**config.mk**
```make
export PLATFORM = sky130hd
export DESIGN_NAME = cond_exec_stage
export DESIGN_NICKNAME = d
export VERILOG_FILES = /design/src/rtl/cond_exec_stage_pkg.sv /design/src/rtl/alu.sv /design/src/rtl/cond_check.sv /design/src/rtl/cond_exec_stage.sv
export SDC_FILE = /design/constraint.sdc
export NUM_CORES = 1
export LEC_CHECK = 0
export CORE_MARGIN = 1.5
export CORE_UTILIZATION = 30
export CTS_BUF_LIST = sky130_fd_sc_hd__clkbuf_8
export DETAILED_ROUTE_END_ITERATION = 10
export HOLD_SLACK_MARGIN = 0.05
export PLACE_DENSITY = 0.53
export SLEW_MARGIN = 15
export SYNTH_ARGS = -nofsm -noshare
export SYNTH_HDL_FRONTEND = slang
export SYNTH_SLANG_ARGS = --single-unit
```
**constraint.sdc**
```tcl
create_clock -name in_Clk -period 5.4 [get_ports in_Clk]
set_input_delay 0.81 -clock in_Clk [delete_from_list [all_inputs] [get_ports in_Clk]]
set_output_delay 0.81 -clock in_Clk [all_outputs]
set_load 0.05 [all_outputs]
```
**src/rtl/cond_exec_stage_pkg.sv**
```systemverilog
// Shared definitions for the conditional execute stage: word width,
// ALU opcodes, condition codes, flag bit positions and opcode classifiers.
package cond_exec_stage_pkg;

  localparam int WORD_WIDTH = 32;

  // Flag bit positions inside the {C,N,Z,V} nibble.
  localparam int FLAG_C = 3;
  localparam int FLAG_N = 2;
  localparam int FLAG_Z = 1;
  localparam int FLAG_V = 0;

  typedef enum logic [3:0] {
    ALU_AND = 4'h0, ALU_EOR = 4'h1, ALU_SUB = 4'h2, ALU_RSB = 4'h3,
    ALU_ADD = 4'h4, ALU_ADC = 4'h5, ALU_SBC = 4'h6, ALU_RSC = 4'h7,
    ALU_TST = 4'h8, ALU_TEQ = 4'h9, ALU_CMP = 4'hA, ALU_CMN = 4'hB,
    ALU_ORR = 4'hC, ALU_MOV = 4'hD, ALU_BIC = 4'hE, ALU_MVN = 4'hF
  } alu_op_e;

  typedef enum logic [3:0] {
    COND_EQ = 4'h0, COND_NE = 4'h1, COND_CS = 4'h2, COND_CC = 4'h3,
    COND_MI = 4'h4, COND_PL = 4'h5, COND_VS = 4'h6, COND_VC = 4'h7,
    COND_HI = 4'h8, COND_LS = 4'h9, COND_GE = 4'hA, COND_LT = 4'hB,
    COND_GT = 4'hC, COND_LE = 4'hD, COND_AL = 4'hE, COND_NV = 4'hF
  } cond_e;

  // Compare ops update flags but never write a register.
  function automatic logic is_compare(input logic [3:0] op);
    return op inside {ALU_TST, ALU_TEQ, ALU_CMP, ALU_CMN};
  endfunction

  // Arithmetic ops produce a real overflow flag; logical ops keep V.
  function automatic logic is_arith(input logic [3:0] op);
    return op inside {ALU_SUB, ALU_RSB, ALU_ADD, ALU_ADC,
                      ALU_SBC, ALU_RSC, ALU_CMP, ALU_CMN};
  endfunction

  // Ops whose carry-in is the architectural C flag rather than the shifter carry.
  function automatic logic uses_flag_carry(input logic [3:0] op);
    return op inside {ALU_ADC, ALU_SBC, ALU_RSC};
  endfunction

endpackage

```
**src/rtl/alu.sv**
```systemverilog
// Data-processing ALU: 16 opcodes, returns result and {C,N,Z,V}.
// For logical ops C is passed through from carry_in and V is reported as 0;
// the caller decides whether to keep the old V.
module alu
  import cond_exec_stage_pkg::*;
(
  input  logic [3:0]            opcode,
  input  logic [WORD_WIDTH-1:0] a,
  input  logic [WORD_WIDTH-1:0] b,
  input  logic                  carry_in,
  output logic [WORD_WIDTH-1:0] y,
  output logic [3:0]            cnzv
);

  logic [WORD_WIDTH-1:0] add_a;
  logic [WORD_WIDTH-1:0] add_b;
  logic                  add_cin;
  logic [WORD_WIDTH:0]   sum;
  logic [WORD_WIDTH-1:0] logic_res;
  logic                  arith;

  // Adder operand selection: subtraction is a + ~b + carry (C = not borrow).
  always_comb begin
    // NOTE: every always_comb output gets a default first so no path can infer a latch.
    add_a   = a;
    add_b   = b;
    add_cin = 1'b0;
    case (opcode)
      ALU_SUB, ALU_CMP: begin add_b = ~b; add_cin = 1'b1;     end
      ALU_RSB:          begin add_a = b; add_b = ~a; add_cin = 1'b1; end
      ALU_ADC:          begin add_cin = carry_in;             end
      ALU_SBC:          begin add_b = ~b; add_cin = carry_in; end
      ALU_RSC:          begin add_a = b; add_b = ~a; add_cin = carry_in; end
      default:          ;
    endcase
  end

  assign sum = {1'b0, add_a} + {1'b0, add_b} + (WORD_WIDTH + 1)'(add_cin);

  // Bitwise result for the logical opcodes.
  always_comb begin
    logic_res = b;
    case (opcode)
      ALU_AND, ALU_TST: logic_res = a & b;
      ALU_EOR, ALU_TEQ: logic_res = a ^ b;
      ALU_ORR:          logic_res = a | b;
      ALU_BIC:          logic_res = a & ~b;
      ALU_MVN:          logic_res = ~b;
      default:          logic_res = b;
    endcase
  end

  assign arith = is_arith(opcode);
  assign y     = arith ? sum[WORD_WIDTH-1:0] : logic_res;

  assign cnzv[FLAG_C] = arith ? sum[WORD_WIDTH] : carry_in;
  assign cnzv[FLAG_N] = y[WORD_WIDTH-1];
  assign cnzv[FLAG_Z] = (y == '0);
  assign cnzv[FLAG_V] = arith & (add_a[WORD_WIDTH-1] == add_b[WORD_WIDTH-1])
                              & (y[WORD_WIDTH-1] != add_a[WORD_WIDTH-1]);

endmodule

```
**src/rtl/cond_check.sv**
```systemverilog
// Combinational condition evaluator: (cond, {C,N,Z,V}) -> pass.
module cond_check
  import cond_exec_stage_pkg::*;
(
  input  logic [3:0] cond,
  input  logic [3:0] cnzv,
  output logic       pass
);

  logic c, n, z, v;

  assign c = cnzv[FLAG_C];
  assign n = cnzv[FLAG_N];
  assign z = cnzv[FLAG_Z];
  assign v = cnzv[FLAG_V];

  // Decode the condition field against the current flags.
  always_comb begin
    pass = 1'b0;
    case (cond)
      COND_EQ: pass = z;
      COND_NE: pass = ~z;
      COND_CS: pass = c;
      COND_CC: pass = ~c;
      COND_MI: pass = n;
      COND_PL: pass = ~n;
      COND_VS: pass = v;
      COND_VC: pass = ~v;
      COND_HI: pass = c & ~z;
      COND_LS: pass = ~c | z;
      COND_GE: pass = (n == v);
      COND_LT: pass = (n != v);
      COND_GT: pass = ~z & (n == v);
      COND_LE: pass = z | (n != v);
      COND_AL: pass = 1'b1;
      default: pass = 1'b0;
    endcase
  end

endmodule

```
**src/rtl/cond_exec_stage.sv**
```systemverilog
// Conditional execute stage: evaluates the condition against the NZCV flags,
// drives the ALU, commits flag updates at the accept edge (so the next op sees
// them without a bubble) and holds one result for writeback.
module cond_exec_stage
  import cond_exec_stage_pkg::*;
#(
  parameter logic [3:0] FLAGS_RESET = 4'b0000
) (
  input  logic                  in_Clk,
  input  logic                  in_Rst_n,
  input  logic                  in_Valid,
  output logic                  out_Ready,
  input  logic [3:0]            in_Cond,
  input  logic [3:0]            in_Opcode,
  input  logic                  in_SetFlags,
  input  logic [3:0]            in_Rd,
  input  logic [WORD_WIDTH-1:0] in_Rn,
  input  logic [WORD_WIDTH-1:0] in_Op2,
  input  logic                  in_ShCarry,
  input  logic                  in_FlagWe,
  input  logic [3:0]            in_FlagData,
  output logic                  out_WbValid,
  input  logic                  in_WbReady,
  output logic [3:0]            out_WbRd,
  output logic [WORD_WIDTH-1:0] out_WbData,
  output logic [3:0]            out_CNZV
);

  logic [3:0]            cnzv_q;
  logic                  wb_valid_q;
  logic [3:0]            wb_rd_q;
  logic [WORD_WIDTH-1:0] wb_data_q;

  logic                  accept;
  logic                  cond_pass;
  logic                  alu_cin;
  logic [WORD_WIDTH-1:0] alu_y;
  logic [3:0]            alu_cnzv;
  logic [3:0]            next_flags;
  logic                  flag_update;
  logic                  writes_back;

  // Single output register without skid: accept only if the slot drains now.
  assign out_Ready = ~wb_valid_q | in_WbReady;
  assign accept    = in_Valid & out_Ready;

  cond_check u_cond_check (
    .cond (in_Cond),
    .cnzv (cnzv_q),
    .pass (cond_pass)
  );

  assign alu_cin = uses_flag_carry(in_Opcode) ? cnzv_q[FLAG_C] : in_ShCarry;

  alu u_alu (
    .opcode   (in_Opcode),
    .a        (in_Rn),
    .b        (in_Op2),
    .carry_in (alu_cin),
    .y        (alu_y),
    .cnzv     (alu_cnzv)
  );

  // Logical ops take C, N, Z from the ALU but leave V untouched.
  always_comb begin
    next_flags = alu_cnzv;
    if (!is_arith(in_Opcode)) next_flags[FLAG_V] = cnzv_q[FLAG_V];
  end

  assign flag_update = accept & cond_pass & (in_SetFlags | is_compare(in_Opcode));
  assign writes_back = cond_pass & ~is_compare(in_Opcode);

  // Flags register: a direct write takes priority over an instruction update.
  always_ff @(posedge in_Clk or negedge in_Rst_n) begin
    // NOTE: sequential state uses non-blocking assignments so every register samples pre-edge values.
    if (!in_Rst_n) begin
      cnzv_q <= FLAGS_RESET;
    end else if (in_FlagWe) begin
      cnzv_q <= in_FlagData;
    end else if (flag_update) begin
      cnzv_q <= next_flags;
    end
  end

  // Writeback register: loads on an accepted writing op, otherwise drains when taken.
  always_ff @(posedge in_Clk or negedge in_Rst_n) begin
    if (!in_Rst_n) begin
      wb_valid_q <= 1'b0;
      wb_rd_q    <= '0;
      wb_data_q  <= '0;
    end else if (accept) begin
      wb_valid_q <= writes_back;
      if (writes_back) begin
        wb_rd_q   <= in_Rd;
        wb_data_q <= alu_y;
      end
    end else if (in_WbReady) begin
      wb_valid_q <= 1'b0;
    end
  end

  assign out_WbValid = wb_valid_q;
  assign out_WbRd    = wb_rd_q;
  assign out_WbData  = wb_data_q;
  assign out_CNZV    = cnzv_q;

endmodule
```
==> impl_metrics.prom <==
# TYPE chip_impl_metric gauge
chip_impl_metric{name="final.min_clock_period",unit="ns"} 5.13
chip_impl_metric{name="report.final.hold_viol_count",unit=""} 0
chip_impl_metric{name="synthAdderAreaFrac",unit="%"} 11.9
chip_impl_metric{name="p_per_area",unit="nW/um2"} 270
chip_impl_metric{name="power_frac_seq",unit="%"} 19.6
chip_impl_metric{name="reg2reg_slack",unit="ns"} 1.03
chip_impl_metric{name="firstDrtPassIters",unit=""} 6
chip_impl_metric{name="routed_antenna_nets",unit=""} 0
chip_impl_info{name="timing.rr.start",value="out_CNZV[3]"} 1
chip_impl_metric{name="initial_antenna_violation_count",unit=""} 0
chip_impl_metric{name="final-setup-viol-count",unit=""} 0
chip_impl_metric{name="max_slew.worst_pin.slew",unit="ns"} 0.940
chip_impl_info{name="worst_setup_path_end_kind",value="flop"} 1
chip_impl_metric{name="fin_setup_tns",unit="ns"} 0
chip_impl_metric{name="reg2regPathDepth",unit=""} 17
chip_impl_metric{name="worst_hold_slack",unit="ns"} 0.488
chip_impl_info{name="worst_setup_path_start_kind",value="input pin"} 1
chip_impl_metric{name="switching_share",unit="%"} 51.0
chip_impl_info{name="synth_top_family_by_area",value="compound AO/OA/AOI/OAI gates"} 1
chip_impl_metric{name="muxShareOfSynthArea",unit="%"} 3.33
chip_impl_metric{name="remaining_design_rule_violation_count",unit=""} 0
chip_impl_metric{name="core_occupancy_in_the_finished_layout",unit="%"} 40.3
chip_impl_info{name="min-delay-path-class",value="reg2reg"} 1
chip_impl_metric{name="fin_ws",unit="ns"} 0.275
chip_impl_metric{name="floorplan.die.width",unit="um"} 155
chip_impl_metric{name="yosys_warnings",unit=""} 0
chip_impl_metric{name="global_route_wire_length_before_repair",unit="um"} 43200
chip_impl_metric{name="pin_count",unit=""} 129
chip_impl_metric{name="power.switching",unit="W"} 0.00126
chip_impl_metric{name="ys_async_sr_fraction",unit="%"} 100
chip_impl_metric{name="final_nets",unit=""} 1363
chip_impl_metric{name="row_count",unit=""} 55
chip_impl_metric{name="floorplan.die_area",unit="um2"} 24100
chip_impl_metric{name="power_leakage",unit="nW"} 4.05
chip_impl_metric{name="timing_max_transition_violations_final",unit=""} 0
chip_impl_metric{name="area_delta_synth_final",unit="%"} 31.7
chip_impl_metric{name="pwr-share-comb",unit="%"} 72.3
chip_impl_info{name="timing.setup.critical_path_class",value="in2reg"} 1
chip_impl_info{name="crit_top_cell",value="a211o_1"} 1
chip_impl_metric{name="core",unit="um2"} 22700
chip_impl_info{name="result_of_the_run",value="complete, no violations"} 1
chip_impl_metric{name="clock_power_share",unit="%"} 8.1
chip_impl_metric{name="track_usage",unit="%"} 22.7
chip_impl_metric{name="routabilityCongestion",unit=""} 0.897
chip_impl_metric{name="synth_compound_gate_area_share",unit="%"} 35.9
chip_impl_metric{name="cts_inserted_buffers",unit=""} 5
chip_impl_metric{name="achievable-frequency",unit="GHz"} 0.195
chip_impl_metric{name="drt_iter0_drc",unit=""} 520
chip_impl_metric{name="timing.critical_path.required",unit="ns"} 5.64
chip_impl_info{name="grt_setup_unrepaired",value="false"} 1
chip_impl_metric{name="post-route-period-util",unit="%"} 94.9
chip_impl_metric{name="number_of_global_route_vias_before_repair",unit=""} 7889
chip_impl_metric{name="diodes",unit=""} 0
chip_impl_metric{name="syn_inst",unit=""} 1057
chip_impl_metric{name="die_y",unit="um"} 155
chip_impl_metric{name="final_layout_size_suffix_gt1_share",unit="%"} 11.4
chip_impl_metric{name="via_count",unit=""} 8235
chip_impl_metric{name="critPathMaxFanout",unit=""} 5
chip_impl_metric{name="avgViaCountPerCell",unit=""} 5.50
chip_impl_metric{name="synth.distinct_cells",unit=""} 74
chip_impl_info{name="critPathSlowestCell",value="clkdlybuf4s50_1"} 1
chip_impl_info{name="hp-start",value="out_WbData[5]"} 1
chip_impl_info{name="clockRootBuffer",value="clkbuf_8"} 1
chip_impl_info{name="worstSetupStartpoint",value="in_Opcode[3]"} 1
chip_impl_metric{name="worstSkewPairLatency",unit="ns"} 0.30
chip_impl_metric{name="route.detailed.wl_per_inst",unit="um"} 18.2
chip_impl_metric{name="start_util",unit="%"} 30.6
chip_impl_metric{name="post_cts_hold_buffer_count",unit=""} 0
chip_impl_info{name="chain_of_cells_forming_the_critical_path",value="clkdlybuf4s50_1 -> and2_1 -> nor3_4 -> o21bai_2 -> nor2_1 -> a211oi_2 -> fa_2 -> inv_1 -> fa_1 -> a211o_1 -> a211o_4 -> a211o_1 -> and3_4 -> or3_1 -> a31o_1 -> a2111oi_2 -> and4_1 -> nand4_1 -> nand2_1"} 1
chip_impl_metric{name="total_power",unit="W"} 0.00247
chip_impl_metric{name="seq_area_frac_synth",unit="%"} 14.8
chip_impl_metric{name="max_cap_violations",unit=""} 0
chip_impl_metric{name="vdd_ir_drop_max",unit="mV"} 0.172
chip_impl_metric{name="synth-xor-area-share",unit="%"} 1.89
chip_impl_metric{name="synth_fp_nets",unit=""} 1209
chip_impl_metric{name="slew_headroom",unit="%"} 37.4
chip_impl_metric{name="dp.final_hpwl",unit="um"} 21100
chip_impl_info{name="most_frequent_standard_cell_in_the_layout_excluding_fill_and_tap_cells",value="nand2_1"} 1
chip_impl_info{name="synth_flop_cell",value="dfrtp_1"} 1
chip_impl_metric{name="clk_path_buf_depth",unit=""} 2
chip_impl_metric{name="io_buffer_count",unit=""} 128
chip_impl_metric{name="total_number_of_clock_tree_sinks",unit=""} 41
chip_impl_info{name="tritoncts_clock_tree",value="built"} 1
chip_impl_metric{name="postSynthRegisterBits",unit=""} 41
chip_impl_metric{name="syn_area_per_cell",unit="um2"} 6.58
chip_impl_metric{name="dpl_worst_slack",unit="ns"} -0.128
chip_impl_metric{name="h-tree-depth",unit=""} 2
chip_impl_metric{name="route.final.wire_length",unit="um"} 27300
chip_impl_metric{name="synth-simple-area-share",unit="%"} 23.7
chip_impl_metric{name="synth_enable_flop_cells",unit=""} 0
chip_impl_metric{name="hold_depth",unit=""} 2
chip_impl_info{name="worst_r2r_endpoint",value="out_CNZV[1]"} 1
chip_impl_metric{name="grt_start_max_net_pins",unit=""} 58
chip_impl_metric{name="finClkSkew",unit="ns"} 0.00428
chip_impl_info{name="timing.hold.worst_endpoint",value="out_WbData[5]"} 1
chip_impl_metric{name="clkSlewWorstSetupHoldPaths",unit="ns"} 0.08
chip_impl_metric{name="globalRouteOverflowTotal",unit=""} 0
chip_impl_metric{name="critical_path_at",unit="ns"} 5.37
chip_impl_metric{name="cellInternalPower",unit="W"} 0.00121
chip_impl_metric{name="critical-path-max-stage-delay",unit="ns"} 0.49
chip_impl_info{name="most-common-layout-cells",value="nand2_1, o21ai_0, clkdlybuf4s50_1"} 1
chip_impl_metric{name="syn_area",unit="um2"} 6960
==> how the worst max path moves through the flow <==
stage / endpoint / depth (start not counted)
2_1_floorplan: out_CNZV[1] / 22
3_3_place_gp: out_CNZV[1] / 19
3_5_place_dp: out_CNZV[1] / 19
4_1_cts: out_CNZV[1] / 19
5_1_grt: out_CNZV[1] / 19
6_report: out_CNZV[1] / 19
==> layer usage <==
layer,wire length [um],vias up,GRT usage (%),part of all wire [%]
li1,-,4141,-,-
met1,12000,3807,29.7,44
met2,13100,247,39.3,48
met3,1460,40,2.42,5.3
met4,764,0,6.44,2.8
met5,0,-,0,0
==> power groups by stage <==
stage | Combinational, W | Sequential (W) | Clock, W
finish | 0.00179 | 0.000485 | 0.000200
global route | 0.00193 | 0.000503 | 0.000226
detailed placement | 0.00178 | 0.000493 | 0
CTS | 0.00178 | 0.000488 | 0.000208
global placement | 0.00177 | 0.000494 | 0
floorplan | 0.000684 | 0.000886 | 0
==> metrics by stage <==
stage	cells	cell area, um2
2_1_floorplan	1057	6970
3_3_place_gp	1489	9040
3_5_place_dp	1489	9040
4_1_cts	1497	9130
5_1_grt	1497	9160
6_report	1497	9160
==> flip-flops by register name, indices dropped and copies added, names as in the netlist <==
signal	cells
out_CNZV	4
out_WbRd	4
out_WbData	32
out_WbValid	1
==> synthesized netlist by cell type (14+ instances only) <==
library cell  number  area (um2)
a211oi_1          15         113
a31oi_1           14        87.6
nor3_1            17        85.1
nand2_1          152         571
nand4_1           14        87.6
dfrtp_1           41        1030
nand3_1           21         105
o22ai_1           18         113
clkbuf_1          60         225
nor2_1            90         338
a21oi_1           92         460
o21ai_0          132         661
inv_1             81         304
ha_1              63         788
==> area by class of cell <==
type	count	area, um2
Multi-Input combinational cell	861	5400
Clock inverter	3	17.5
Timing Repair Buffer	221	1980
Fill cell	2416	13600
Sequential cell	41	1030
Clock buffer	5	68.8
Tap cell	285	357
Inverter	81	304
==> worst max-delay path, delay by kind of cell <==
kind            cells  cell delay [ns]
simple gates        8             1.42
fa+ha+maj           2             0.70
buf+inv             2             0.55
compound gates      7             1.88
==> cell families (layout without fill, tap and decap cells) <==
| logic type | after synthesis | count (layout) |
|---|---|---|
| mux | 22 | 22 |
| simple gates | 361 | 361 |
| fa+ha+maj | 65 | 65 |
| xor+xnor | 15 | 15 |
| buf+inv | 155 | 310 |
| compound gates | 398 | 398 |
| flops | 41 | 41 |
==> what timing repair did <==
| action | CTS | global route |
|---|---|---|
| gates resized for setup | 0 | 6 |
| setup endpoints to repair | 0 | 1 |
| setup buffers | 0 | 0 |
Power figures use the tool's default switching activity.
